### src/rtl/camera_mem_pkg.sv
// Definitions shared between the camera-side load queue producer and the PSRAM frame writer.
package camera_mem_pkg;

    localparam int unsigned ADDR_W             = 21;
    localparam int unsigned DATA_W             = 32;
    localparam int unsigned PIX_ADDR_W         = 10;
    localparam int unsigned CMD_W              = 2;
    localparam int unsigned ROW_RAM_HALF_WORDS = 512;

    localparam int unsigned DEF_BURST_WORDS = 8;
    localparam int unsigned DEF_CMD_GAP     = 16;

    typedef enum logic [CMD_W-1:0] {
        CMD_NOP         = 2'd0,
        CMD_FRAME_START = 2'd1,
        CMD_ROW_READY   = 2'd2,
        CMD_FRAME_END   = 2'd3
    } load_cmd_e;

    // A row must fit one row-RAM half and split into whole bursts.
    function automatic bit frame_width_ok(input int unsigned frame_width,
                                          input int unsigned burst_words);
        return (burst_words != 0) &&
               ((frame_width / 2) <= ROW_RAM_HALF_WORDS) &&
               (((frame_width / 2) % burst_words) == 0);
    endfunction

endpackage

### src/rtl/frame_burst_writer.sv
// PSRAM frame writer: drains ping-pong row-RAM halves as fixed-length write bursts
// through the arbiter writer slot, paced by the camera load command queue.
module frame_burst_writer
    import camera_mem_pkg::*;
#(
    parameter int unsigned FRAME_WIDTH  = 640,
    parameter int unsigned FRAME_HEIGHT = 480,
    parameter int unsigned MEMORY_BURST = 4 * DEF_BURST_WORDS,
    parameter int unsigned CMD_GAP      = DEF_CMD_GAP
) (
    input  logic                  clk,
    input  logic                  rst_n,
    input  logic                  start,
    input  logic [ADDR_W-1:0]     base_addr,
    input  logic                  command_data_valid,
    input  logic [CMD_W-1:0]      command_data,
    output logic                  read_rdy,
    output logic                  mem_load_clk,
    output logic [PIX_ADDR_W-1:0] pixel_addr,
    input  logic [DATA_W-1:0]     pixel_data,
    output logic                  write_rq,
    input  logic                  write_ack,
    output logic                  mem_wr_en,
    output logic [ADDR_W-1:0]     write_addr,
    output logic [DATA_W-1:0]     write_data,
    output logic                  upload_done
);

    localparam int unsigned BURST_WORDS = MEMORY_BURST / 4;
    localparam int unsigned ROW_WORDS   = FRAME_WIDTH / 2;
    localparam int unsigned PTR_STEP    = MEMORY_BURST / 2;
    localparam int unsigned WORD_IDX_W  = PIX_ADDR_W - 1;
    localparam int unsigned WORD_W      = WORD_IDX_W + 1;
    localparam int unsigned ROW_W       = $clog2(FRAME_HEIGHT + 1);
    localparam int unsigned CNT_W       = $clog2(CMD_GAP + 3);

    if (!frame_width_ok(FRAME_WIDTH, BURST_WORDS) || (CMD_GAP < BURST_WORDS + 1)) begin : g_bad_cfg
        $error("frame_burst_writer: illegal FRAME_WIDTH / MEMORY_BURST / CMD_GAP combination");
    end

    typedef enum logic [2:0] {
        ST_IDLE,
        ST_WAIT_CMD,
        ST_REQ,
        ST_PREFETCH,
        ST_BURST,
        ST_GAP,
        ST_ROW_END,
        ST_DONE
    } state_e;

    state_e                state_q, state_d;
    logic [ADDR_W-1:0]     base_q, base_d;
    logic [ADDR_W-1:0]     ptr_q, ptr_d;
    logic [WORD_W-1:0]     word_q, word_d;
    logic [ROW_W-1:0]      row_q, row_d;
    logic                  half_q, half_d;
    logic [CNT_W-1:0]      cnt_q, cnt_d;

    logic                  read_rdy_q, read_rdy_d;
    logic [PIX_ADDR_W-1:0] pixel_addr_q, pixel_addr_d;
    logic                  write_rq_q, write_rq_d;
    logic                  mem_wr_en_q, mem_wr_en_d;
    logic [ADDR_W-1:0]     write_addr_q, write_addr_d;
    logic [DATA_W-1:0]     write_data_q, write_data_d;
    logic                  upload_done_q, upload_done_d;

    // cnt_q counts cycles from T1 (first row-RAM address) to the end of the command gap.
    always_comb begin
        state_d       = state_q;
        base_d        = base_q;
        ptr_d         = ptr_q;
        word_d        = word_q;
        row_d         = row_q;
        half_d        = half_q;
        cnt_d         = cnt_q;
        read_rdy_d    = 1'b0;
        pixel_addr_d  = pixel_addr_q;
        write_rq_d    = 1'b0;
        mem_wr_en_d   = 1'b0;
        write_addr_d  = '0;
        write_data_d  = '0;
        upload_done_d = 1'b0;

        unique case (state_q)
            ST_IDLE: begin
                if (start) begin
                    base_d  = base_addr;
                    ptr_d   = base_addr;
                    state_d = ST_WAIT_CMD;
                end
            end
            ST_WAIT_CMD: begin
                // The head seen during a pop cycle is stale; wait for the FIFO to advance.
                if (command_data_valid && !read_rdy_q) begin
                    case (load_cmd_e'(command_data))
                        CMD_NOP: read_rdy_d = 1'b1;
                        CMD_FRAME_START: begin
                            read_rdy_d = 1'b1;
                            row_d      = '0;
                            half_d     = 1'b0;
                            ptr_d      = base_q;
                        end
                        CMD_ROW_READY: begin
                            if (row_q < ROW_W'(FRAME_HEIGHT)) begin
                                word_d     = '0;
                                write_rq_d = 1'b1;
                                state_d    = ST_REQ;
                            end else begin
                                read_rdy_d = 1'b1;
                            end
                        end
                        CMD_FRAME_END: begin
                            read_rdy_d = 1'b1;
                            state_d    = ST_DONE;
                        end
                    endcase
                end
            end
            ST_REQ: begin
                write_rq_d = 1'b1;
                if (write_ack) begin
                    pixel_addr_d = {half_q, word_q[WORD_IDX_W-1:0]};
                    cnt_d        = '0;
                    state_d      = ST_PREFETCH;
                end
            end
            ST_PREFETCH, ST_BURST: begin
                write_rq_d = 1'b1;
                cnt_d      = cnt_q + CNT_W'(1);
                if (cnt_q < CNT_W'(BURST_WORDS - 1)) begin
                    pixel_addr_d = {pixel_addr_q[PIX_ADDR_W-1],
                                    pixel_addr_q[WORD_IDX_W-1:0] + WORD_IDX_W'(1)};
                end
                if (state_q == ST_PREFETCH) begin
                    state_d = ST_BURST;
                end else begin
                    if (cnt_q <= CNT_W'(BURST_WORDS)) begin
                        write_data_d = pixel_data;
                    end
                    if (cnt_q == CNT_W'(1)) begin
                        mem_wr_en_d  = 1'b1;
                        write_addr_d = ptr_q;
                    end
                    if (cnt_q == CNT_W'(BURST_WORDS + 1)) begin
                        ptr_d   = ptr_q + ADDR_W'(PTR_STEP);
                        word_d  = word_q + WORD_W'(BURST_WORDS);
                        state_d = ST_GAP;
                    end
                end
            end
            ST_GAP: begin
                cnt_d = cnt_q + CNT_W'(1);
                if (cnt_q < CNT_W'(CMD_GAP + 1)) begin
                    write_rq_d = 1'b1;
                end else if (cnt_q == CNT_W'(CMD_GAP + 2)) begin
                    cnt_d = '0;
                    if (word_q < WORD_W'(ROW_WORDS)) begin
                        write_rq_d = 1'b1;
                        state_d    = ST_REQ;
                    end else begin
                        state_d = ST_ROW_END;
                    end
                end
            end
            ST_ROW_END: begin
                read_rdy_d = 1'b1;
                half_d     = ~half_q;
                row_d      = row_q + ROW_W'(1);
                state_d    = ST_WAIT_CMD;
            end
            ST_DONE: begin
                upload_done_d = 1'b1;
                state_d       = ST_IDLE;
            end
        endcase
    end

    always_ff @(posedge clk or negedge rst_n) begin
        if (!rst_n) begin
            state_q <= ST_IDLE;
        end else begin
            state_q <= state_d;
        end
    end

    // Frame base and PSRAM address pointer; rows are contiguous so the pointer just advances.
    always_ff @(posedge clk or negedge rst_n) begin
        if (!rst_n) begin
            base_q <= '0;
            ptr_q  <= '0;
        end else begin
            base_q <= base_d;
            ptr_q  <= ptr_d;
        end
    end

    // Row, word and burst-cycle counters plus the active row-RAM half.
    always_ff @(posedge clk or negedge rst_n) begin
        if (!rst_n) begin
            word_q <= '0;
            row_q  <= '0;
            half_q <= 1'b0;
            cnt_q  <= '0;
        end else begin
            word_q <= word_d;
            row_q  <= row_d;
            half_q <= half_d;
            cnt_q  <= cnt_d;
        end
    end

    always_ff @(posedge clk or negedge rst_n) begin
        if (!rst_n) begin
            read_rdy_q    <= 1'b0;
            pixel_addr_q  <= '0;
            write_rq_q    <= 1'b0;
            mem_wr_en_q   <= 1'b0;
            write_addr_q  <= '0;
            write_data_q  <= '0;
            upload_done_q <= 1'b0;
        end else begin
            read_rdy_q    <= read_rdy_d;
            pixel_addr_q  <= pixel_addr_d;
            write_rq_q    <= write_rq_d;
            mem_wr_en_q   <= mem_wr_en_d;
            write_addr_q  <= write_addr_d;
            write_data_q  <= write_data_d;
            upload_done_q <= upload_done_d;
        end
    end

    assign mem_load_clk = clk;
    assign read_rdy     = read_rdy_q;
    assign pixel_addr   = pixel_addr_q;
    assign write_rq     = write_rq_q;
    assign mem_wr_en    = mem_wr_en_q;
    assign write_addr   = write_addr_q;
    assign write_data   = write_data_q;
    assign upload_done  = upload_done_q;

    // A granted burst always runs to completion; losing the grant mid-burst is an arbiter fault.
    ack_held_a: assert property (@(posedge clk) disable iff (!rst_n)
        (write_rq_q && (state_q inside {ST_PREFETCH, ST_BURST, ST_GAP})) |-> write_ack)
        else $error("frame_burst_writer: write_ack dropped during a granted burst");

endmodule

### config.mk
export PLATFORM = sky130hd
export DESIGN_NAME = frame_burst_writer
export DESIGN_NICKNAME = d
export VERILOG_FILES = /design/src/rtl/camera_mem_pkg.sv /design/src/rtl/frame_burst_writer.sv
export SDC_FILE = /design/constraint.sdc
export NUM_CORES = 1
export LEC_CHECK = 0
export ABC_AREA = 1
export BUFFER_PORTS_ARGS = -buffer_cell sky130_fd_sc_hd__buf_2
export CAP_MARGIN = 25
export CORE_ASPECT_RATIO = 1.4
export CORE_MARGIN = 4
export CORE_UTILIZATION = 40
export DETAILED_ROUTE_END_ITERATION = 12
export PLACE_DENSITY = 0.6
export SKIP_CTS_REPAIR_TIMING = 1
export SYNTH_ARGS = -nofsm -noshare
export SYNTH_HDL_FRONTEND = slang
export SYNTH_SLANG_ARGS = --single-unit
### constraint.sdc
create_clock -name clk -period 1.9 [get_ports clk]
set_input_delay 0.285 -clock clk [delete_from_list [all_inputs] [get_ports clk]]
set_output_delay 0.285 -clock clk [all_outputs]
set_load 0.01 [all_outputs]
; ---- Word-level counts from Yosys, hierarchy flattened
; Index checks and enable logic that the tools add are counted.
; Widths: inputs -> output; s select.
[word_totals]
wordCells = 131
mem_bits_rw = 0
rom_bits = 0
inputBits = 60
regBits = 137
n_memories = 0
output_inout_bits = 68
latchBits = 0
[classes]
order_cmp = 5
shifts = 0
bitwise = 2
multipliers = 0
reduce_logical = 20
n_div = 0
eq_ne = 27
n_mux = 57
addsub = 5
[ops]
columns = cell, count
row1 = $mux 21, 8
row2 = $mux 32, 3
row3 = $pmux 21 s3, 1
row4 = $mux 10, 6
row5 = $pmux 10 s2, 2
row6 = $mux 3, 9
row7 = $mux 9, 3
row8 = $add 21x5->21 const B, 1
row9 = $pmux 3 s7, 1
row10 = $ne 2x2->1 const B, 10
row11 = $add 9x1->9 const B, 2
row12 = $pmux 9 s2, 1
row13 = $mux 5, 3
row14 = $pmux 5 s3, 1
row15 = $mux 1, 14
row16 = $eq 3x3->1 const B, 4
row17 = $reduce_and 6->1, 2
row18 = $add 10x4->10 const B, 1
row19 = $lt 10x9->1 const B, 1
row20 = $lt 9x9->1 const B, 1
row21 = $reduce_and 3->1, 3
row22 = $reduce_and 8->1, 1
row23 = $eq 3x2->1 const B, 2
row24 = $ne 3x3->1 const B, 2
row25 = other kinds (25), 34

; ---- Longest topological paths before layout
[logic_depth]
ltp_word = 5
depth_mapped = 11
ltp_nobuf = 11

==> flow_metrics.env <==
export IMPL_outcome="complete, no violations"
export IMPL_async_reset_ff_share_pct=100.0
export IMPL_vias=5598
export IMPL_met3WireLength_mm=1.157
export IMPL_crit_fanout=8
export IMPL_ys_flop_type="dfrtp_1"
export IMPL_drt_total_wl_mm=16.35
export IMPL_synth_seq_cells=134
export IMPL_place_congestion=0.8526
export IMPL_regArea_um2=3353
export IMPL_required_ns=2.31
export IMPL_diodes=0
export IMPL_hold_viol_final=0
export IMPL_overflow=0
export IMPL_setup_viol=0
export IMPL_die_h_um=158.9
export IMPL_arrival_ns=2.14
export IMPL_fin_hold_ws_ns=0.01340
export IMPL_r2r_start="state_q[0]"
export IMPL_initial_core_util_pct=41.17
export IMPL_antenna_found_initial=1
export IMPL_final_common_cell="nand2_1"
export IMPL_fin_ws_ns=0.1718
export IMPL_fin_cells=1147
export IMPL_dp_hpwl_mm=11.65
export IMPL_pwr_share_clk_pct=26.1
export IMPL_final_util_pct=52.14
export IMPL_multi_input_area_um2=2718
export IMPL_synth_nets=850
export IMPL_seq_power_share_pct=33.6
export IMPL_drt_iter0_markers=299
export IMPL_num_io_pins=128
export IMPL_pwr_share_comb_pct=40.3
export IMPL_nFillCells=1571
export IMPL_met2_wirelength_mm=7.972
export IMPL_p_int_w=0.007701
export IMPL_dpl_worst_slack_ns=0.08914
export IMPL_cp_cell_sequence="buf_4 -> inv_1 -> nand3b_1 -> nand2_1 -> nor3_1 -> nand2_1 -> nand2_1 -> nand2_1"
export IMPL_area_growth_pct=26.64
export IMPL_grt_pass1_wl_mm=27.25
export IMPL_numPortBuffers=127
export IMPL_highest_layer="met5"
export IMPL_cpMaxStageDelayCell="dfrtp_1"
export IMPL_worstHoldPathType="input pin to flop"
export IMPL_layout_common_cells="nand2_1, dfrtp_1, buf_2"
export IMPL_cp_common_cell="nand2_1"
export IMPL_tightest_slew_ns=0.5114
export IMPL_cts_tree="yes"
export IMPL_vdd_drop_max_mv=0.7175
export IMPL_drive_above_1_share_pct=22.29
export IMPL_route_detailed_drc=0
export IMPL_rsz0062_at_grt="false"
export IMPL_synth_top_area_cell="dfrtp_1"
export IMPL_wire_per_inst_um=14.26
export IMPL_switchingPower_w=0.005445
export IMPL_switching_share_pct=41.42
export IMPL_tns_ns=0
export IMPL_yosys_warnings=0
export IMPL_synth_top_cells_by_area="dfrtp_1, nand2_1, nor2_1, nand3_1, inv_1"
export IMPL_met1_length_mm=6.882
export IMPL_synth_cell_area_um2=6509
export IMPL_core_rowCount=54
export IMPL_leakagePower_nw=4.299
export IMPL_slew_limit_headroom_pct=65.83
export IMPL_crit_type="flop to flop"
export IMPL_grtUsageTotal_pct=18.41
export IMPL_clk_insertion_delay_late_ns=0.52
export IMPL_placedCellCount=1098
export IMPL_synth_top_area_share_pct=51.52
export IMPL_grt_pass1_vias=5579
export IMPL_fin_crit_ns=1.728
export IMPL_synthCells=782
export IMPL_worstSetupStartpointType="flop"
export IMPL_fin_crit_sh_pct=90.96
export IMPL_cap_violations=0
export IMPL_die_area_um2=18410
export IMPL_powerDensity_nw_per_um2=1595
export IMPL_synth_avg_cell_area_um2=8.323
export IMPL_grt_start_max_net_pins=50
export IMPL_max_freq_ghz=0.5786
export IMPL_slew_violations=0
export IMPL_path_clk_slew_ns=0.06
export IMPL_die_w_um=115.8
export IMPL_critPathLaunch="state_q[0]"
export IMPL_synth_edff_count=0
export IMPL_postRouteAntennaNets=0
export IMPL_core_area_um2=15810
export IMPL_fin_skew_ns=0.007708
export IMPL_vias_per_cell=4.881
export IMPL_end_kind="flop"
export IMPL_critPathMaxStageDelay_ns=0.49
export IMPL_dr_pass1_iters=5
export IMPL_ys_types=35
export IMPL_layout_nets=1006
export IMPL_hold_start="pixel_data[22]"
export IMPL_ys_seq_area_share_pct=51.52
[per-stage QoR]
stage / power, W / cell area (um^2)
after floorplan: 0.008124 / 6509
after detailed placement: 0.009715 / 7460
after global routing: 0.01423 / 8243
after CTS: 0.01319 / 8090
final: 0.01315 / 8243
after global placement: 0.009646 / 7460
[cell type report]
type	count	share of cell area (%)
Clock buffer	22	6.299
Clock inverter	14	1.412
Inverter	85	3.871
Timing Repair Buffer	158	11.79
Multi-Input combinational cell	538	32.97
Sequential cell	134	40.68
Tap cell	196	2.975
[power by group through the flow]
| stage | Combinational, W | Clock [W] | Sequential (W) |
|---|---|---|---|
| after detailed placement | 0.00523 | 0.0000318 | 0.00446 |
| after global placement | 0.00518 | 0.0000318 | 0.00444 |
| after CTS | 0.00526 | 0.00352 | 0.00442 |
| after global routing | 0.00604 | 0.00366 | 0.00454 |
| final | 0.00529 | 0.00343 | 0.00442 |
| after floorplan | 0.00367 | 0.0000434 | 0.00441 |
[metal layers]
layer,track usage [%],vias up
met5,0,-
li1,-,2817
met2,29.23,152
met4,7.018,2
met1,23.08,2598
met3,6.198,29
[Yosys cell counts, types with 5 or more instances]
library cell / n
nand3b_1: 5
buf_2: 7
a21oi_1: 13
xor2_1: 12
inv_1: 84
ha_1: 8
dfrtp_1: 134
mux2_2: 12
nand3_1: 71
nor3_1: 6
nor3b_1: 32
nor2_1: 100
o21ai_1: 10
clkbuf_1: 11
o21ai_0: 45
nand4_1: 9
nand2_1: 189
[cells by family after synthesis]
group / share of synthesized area [%]
buffers and inverters: 7.055
AO/OA/AOI/OAI: 6.325
adder cells (fa/ha/maj): 1.538
XOR/XNOR: 1.884
multiplexers: 2.076
AND/OR/NAND/NOR: 29.60
flip-flops: 51.52
[critical path: cells and delay by family, from the launching register on]
family,cells,cell delay (ns)
simple gates,6,0.88
flops,1,0.49
buf+inv,2,0.25
[sequential cells by signal, summed over array words and instances (netlist names), 5 cells and up]
| register | cells |
|---|---|
| word_q | 7 |
| base_q | 21 |
| row_q | 9 |
| pixel_addr | 10 |
| write_data | 32 |
| ptr_q | 21 |
| cnt_q | 5 |
| write_addr | 21 |
[worst paths after layout]
path / endpoint / slack (ns) / cells past startpoint
worst max register to register: state_q[2] / 0.17 / 8
worst min-delay path: write_data[22] / 0.01 / 2
worst min register to register: base_q[14] / 0.48 / 2
max in group asynchronous: base_q[12] / 1.07 / 3
min in group asynchronous: row_q[2] / 0.23 / 2
worst max-delay path: state_q[2] / 0.17 / 8
Note: power is estimated with default switching activity, not from simulation.
